### src/rtl/hazard_detect.sv
// hazard_detect: pipeline hazard FSM producing registered stall/flush controls.
// Optional HAZARD_PERF_CNT_EN adds stall_cnt/flush_cnt performance counters.
`default_nettype none

module hazard_detect #(
  parameter int FLUSH_CYCLES = 2,
  parameter int MEM_TIMEOUT  = 255
) (
  input  logic       clk,
  input  logic       rst,
  input  logic [4:0] id_rs1,
  input  logic [4:0] id_rs2,
  input  logic       id_rs1_used,
  input  logic       id_rs2_used,
  input  logic       ex_valid,
  input  logic       ex_mem_read,
  input  logic [4:0] ex_rd,
  input  logic       ex_branch_valid,
  input  logic       ex_branch_taken,
  input  logic       mem_busy,
  output logic       hazard_stall,
  output logic       hazard_flush,
  output logic       branch_taken,
  output logic [1:0] stall_cause,
  output logic       mem_timeout
`ifdef HAZARD_PERF_CNT_EN
  ,
  output logic [31:0] stall_cnt,
  output logic [31:0] flush_cnt
`endif
);

  typedef enum logic [1:0] {
    IDLE       = 2'd0,
    LOAD_STALL = 2'd1,
    MEM_WAIT   = 2'd2,
    FLUSH      = 2'd3
  } state_t;

  localparam logic [3:0] FLUSH_LOAD  = 4'(FLUSH_CYCLES);
  localparam logic [7:0] TIMEOUT_VAL = 8'(MEM_TIMEOUT);

  state_t     state, state_next, idle_target;
  logic       pend, pend_next;
  logic [3:0] fcnt, fcnt_next;
  logic [7:0] mcnt, mcnt_next;
  logic       load_use, br, timeout_set;
  logic       stall_d, flush_d;
  logic [1:0] cause_d;

  assign load_use = ex_valid & ex_mem_read & (ex_rd != 5'd0) &
                    ((id_rs1_used & (id_rs1 == ex_rd)) |
                     (id_rs2_used & (id_rs2 == ex_rd)));
  assign br = ex_branch_valid & ex_branch_taken;

  always_comb begin
    idle_target = IDLE;
    if (br)            idle_target = FLUSH;
    else if (mem_busy) idle_target = MEM_WAIT;
    else if (load_use) idle_target = LOAD_STALL;
  end

  always_comb begin
    state_next = state;
    pend_next  = pend;
    fcnt_next  = fcnt;
    mcnt_next  = mcnt;
    case (state)
      IDLE: state_next = idle_target;
      LOAD_STALL: begin
        state_next = idle_target;
        if (br) pend_next = 1'b1;
      end
      MEM_WAIT: begin
        if (mcnt != TIMEOUT_VAL) mcnt_next = mcnt + 8'd1;
        if (mem_busy) begin
          if (br) pend_next = 1'b1;
        end else begin
          // A branch arriving on the release cycle is treated as pending too
          state_next = (pend | br) ? FLUSH : IDLE;
        end
      end
      FLUSH: begin
        if (br)                fcnt_next = FLUSH_LOAD;
        else if (fcnt <= 4'd1) state_next = IDLE;
        else                   fcnt_next = fcnt - 4'd1;
      end
      default: state_next = IDLE;
    endcase
    if (state_next == FLUSH && state != FLUSH) begin
      fcnt_next = FLUSH_LOAD;
      pend_next = 1'b0;
    end
    if (state_next == MEM_WAIT && state != MEM_WAIT) mcnt_next = 8'd0;
  end

  assign timeout_set = (state == MEM_WAIT) && (mcnt_next == TIMEOUT_VAL);

  // Outputs are decoded from the next state so they register with the state
  always_comb begin
    stall_d = 1'b0;
    flush_d = 1'b0;
    cause_d = 2'd0;
    case (state_next)
      LOAD_STALL: begin stall_d = 1'b1; cause_d = 2'd1; end
      MEM_WAIT:   begin stall_d = 1'b1; cause_d = 2'd2; end
      FLUSH:      begin flush_d = 1'b1; cause_d = 2'd3; end
      default:    cause_d = 2'd0;
    endcase
  end

  always_ff @(posedge clk) begin
    if (rst) begin
      state <= IDLE;
      pend  <= 1'b0;
      fcnt  <= 4'd0;
      mcnt  <= 8'd0;
    end else begin
      state <= state_next;
      pend  <= pend_next;
      fcnt  <= fcnt_next;
      mcnt  <= mcnt_next;
    end
  end

  always_ff @(posedge clk) begin
    if (rst) begin
      hazard_stall <= 1'b0;
      hazard_flush <= 1'b0;
      branch_taken <= 1'b0;
      stall_cause  <= 2'd0;
      mem_timeout  <= 1'b0;
    end else begin
      hazard_stall <= stall_d;
      hazard_flush <= flush_d;
      branch_taken <= flush_d;
      stall_cause  <= cause_d;
      if (timeout_set) mem_timeout <= 1'b1;
    end
  end

`ifdef HAZARD_PERF_CNT_EN
  logic flush_entry;
  assign flush_entry = (state_next == FLUSH) && (state != FLUSH);

  always_ff @(posedge clk) begin
    if (rst) begin
      stall_cnt <= 32'd0;
      flush_cnt <= 32'd0;
    end else begin
      if (hazard_stall && stall_cnt != 32'hFFFF_FFFF) stall_cnt <= stall_cnt + 32'd1;
      if (flush_entry && flush_cnt != 32'hFFFF_FFFF)  flush_cnt <= flush_cnt + 32'd1;
    end
  end
`endif

endmodule

`default_nettype wire

### config.mk
export PLATFORM = sky130hd
export DESIGN_NAME = hazard_detect
export DESIGN_NICKNAME = d
export VERILOG_FILES = /design/src/rtl/hazard_detect.sv
export SDC_FILE = /design/constraint.sdc
export NUM_CORES = 1
export LEC_CHECK = 0
export BUFFER_PORTS_ARGS = -buffer_cell sky130_fd_sc_hd__clkbuf_2
export CAP_MARGIN = 25
export CORE_AREA = 4 4 51 53
export CTS_BUF_LIST = sky130_fd_sc_hd__clkbuf_2
export DETAILED_ROUTE_END_ITERATION = 6
export DIE_AREA = 0 0 55 57
export PLACE_DENSITY = 0.81
export SKIP_CTS_REPAIR_TIMING = 1
export SLEW_MARGIN = 20
export SYNTH_ARGS = -nofsm -noshare
export SYNTH_HDL_FRONTEND = slang
export SYNTH_SLANG_ARGS = --single-unit
### constraint.sdc
create_clock -name clk -period 4.5 [get_ports clk]
set_input_delay 0.45 -clock clk [delete_from_list [all_inputs] [get_ports clk]]
set_output_delay 0.45 -clock clk [all_outputs]
set_load 0.01 [all_outputs]
==> metrics.cfg <==
[drt]
avgViaCountPerCell=5.475
drc=0
drt_iter0_markers=16
ant_nets=0
detail_route.wl_per_cell_um=13.02
wl_um=2630
via_count=1106
drt-pass1-iter-count=4

[place]
dp_slack_ps=2052
hpwl_um=2100
portBuffers=29
place_congestion=0.9602

[sta]
min_period_ps=2515
report.final.setup_viol=0
fmax_ghz=0.3977
tightestPinTransition_ps=401.6
fin_skew_ps=14.30
period_share_pct=55.88
maxSlewViolCount=0
grt_setup_unrepaired=no
finalHoldViolCount=0
finalSetupTns_ps=0
holdWs_ps=494.9
fin_ws_ps=1985
slew_headroom_pct=72.87

[setup_path]
required_ps=4730
worst-setup-path-type=register to register
reg2reg_from=fcnt[0]$_SDFFE_PP0P_
endpoint_kind=register
cp.arrival_ps=2750
regToRegSetupSlack_ps=1990
critPathLaunch=fcnt[0]$_SDFFE_PP0P_
reg2reg_depth=11
path_max_fanout=6
reg2reg_to=mem_timeout$_SDFFE_PP0P_
cp-start-kind=register

[layout]
final_core_util_pct=63.08
nets=206
drive_above_1_share_pct=21.84
antenna_cells=0
fillers=191
syn_to_final_growth_pct=14.00

[floorplanning]
die_w_um=55
pin_count=30
die_h_um=57
num_rows=17
dieArea_mm2=0.003135
core_area_mm2=0.002148
start_util_pct=55.33

[cts]
clockBufferDepth=2
insertion_delay_ps=300
cts_tree=yes
path_clk_slew_ps=190
cts_root_buf=clkbuf_2
cts_buffers=3
clkSinkCount=19
ctsHtreeMaxLevel=1

[hold_path]
hold_path_class=input pin to register
min_to=mcnt[7]$_SDFF_PP0_
hold_depth=2
hp-start=rst

[synth]
synth-main-ff-cell=dfxtp_1
yosysWarnings=0
seq_area_frac_synth_pct=32.00
synthCells=146
synth.distinct_cells=45
async_flop_share_pct=0
syn-num-nets=177
synth_area_mm2=0.001189
synth-seq-cells=19
avgSynthCellArea_um2=8.141
synth_edf_count=0

[global_routing]
overflow=0
antenna_found_initial=0
grt_pass1_wl_um=4333
grt_max_degree=14
grt_pass1_vias=1023
grtUsageTotal_pct=18.35

[run_status]
status=complete, no violations

[power]
leakage_nw=0.5639
p_per_area_mw_per_mm2=233.2
ir_drop_uv=167.7

[run]
cap_violations=0

==> metrics by stage <==
stage | power, mW | instances | area (um2)
floorplan | 0.2247 | 146 | 1189
global placement | 0.2448 | 198 | 1335
detailed placement | 0.2471 | 198 | 1335
CTS | 0.3189 | 202 | 1355
global route | 0.3376 | 202 | 1355
finish | 0.3160 | 202 | 1355
==> worst max-delay path, stage by stage (launching register included) <==
cell and delay (ps):
dfxtp_1 370, inv_1 110, ha_1 210, nor2_1 70, or3_1 420, o22ai_1 190, and2_1 210, inv_1 80
ha_1 210, a21oi_1 200, a31oi_1 160, o32ai_2 230
==> report_power, final <==
group	switching, mW	internal, mW
clock	0.0519	0.0201
combinational	0.0350	0.0295
sequential	0.00575	0.174
==> worst max path at each step <==
stage	end	depth (start not counted)
after global placement	mem_timeout$_SDFFE_PP0P_	9
after CTS	mem_timeout$_SDFFE_PP0P_	11
final	mem_timeout$_SDFFE_PP0P_	11
after floorplan	mem_timeout$_SDFFE_PP0P_	12
after detailed placement	mem_timeout$_SDFFE_PP0P_	11
after global routing	mem_timeout$_SDFFE_PP0P_	11
==> cells in the mapped netlist, drive strengths merged, types with 3 or more instances <==
cell type | n | share of area [%]
ha | 7 | 7.4
a31oi | 4 | 2.1
a21oi | 10 | 4.2
nand4 | 4 | 2.1
or4 | 3 | 1.9
nand2 | 12 | 3.8
xnor2 | 11 | 8.1
buf | 3 | 2.2
dfxtp | 19 | 32
nand3 | 6 | 2.9
o21ai | 8 | 3.4
nor2 | 16 | 5.1
inv | 9 | 2.8
==> cell families after synthesis <==
| logic type | count (synthesis) | synth area share [%] |
|---|---|---|
| xor gates and xnor gates | 12 | 8.842 |
| AOI/OAI and AO/OA | 35 | 18.84 |
| DFF | 19 | 32.00 |
| buffers and inverters | 14 | 5.684 |
| muxes | 2 | 1.684 |
| adders and majority gates | 7 | 7.368 |
| and+or+nand+nor | 57 | 25.58 |
==> flip-flops by register name, indices dropped and copies added (netlist names) <==
register      flops
hazard_stall      1
fcnt              4
pend              1
branch_taken      1
state             1
mem_timeout       1
stall_cause       2
mcnt              8
==> cell type report <==
type                       instances  area, um2  area share [%]
multi-input combinational        113      740.7           54.66
sequential                        19      380.4           28.07
timing repair buffer              29      145.1           10.71
tap                               28      35.03           2.585
inverter                           9      33.78           2.493
clock buffer                       3      15.01           1.108
clock inverter                     1      5.005          0.3693
==> layer usage <==
layer | track usage (%) | vias to the layer above | routed length (um)
met3 | 3.655 | 2 | 154
met2 | 31.59 | 39 | 1300
met4 | 5.556 | 0 | 12
li1 | - | 573 | -
met5 | 0 | - | 0
met1 | 22.33 | 492 | 1162
==> placed cells by master (no fill, tap or decap), types with 2 or more instances in the layout <==
cell      netlist  layout
a21oi_1        10      10
a22oi_1         2       2
a31oi_1         4       4
and2_1          2       2
clkbuf_2        0      32
dfxtp_1        19      19
ha_1            7       7
inv_1           9       9
mux2i_1         2       2
nand2_1        12      12
nand3_1         5       5
nand4_1         4       4
nor2_1         16      16
o21ai_0         7       7
o22ai_1         2       2
or4_1           3       3
xnor2_1        11      11
Power figures use the tool's default switching activity.
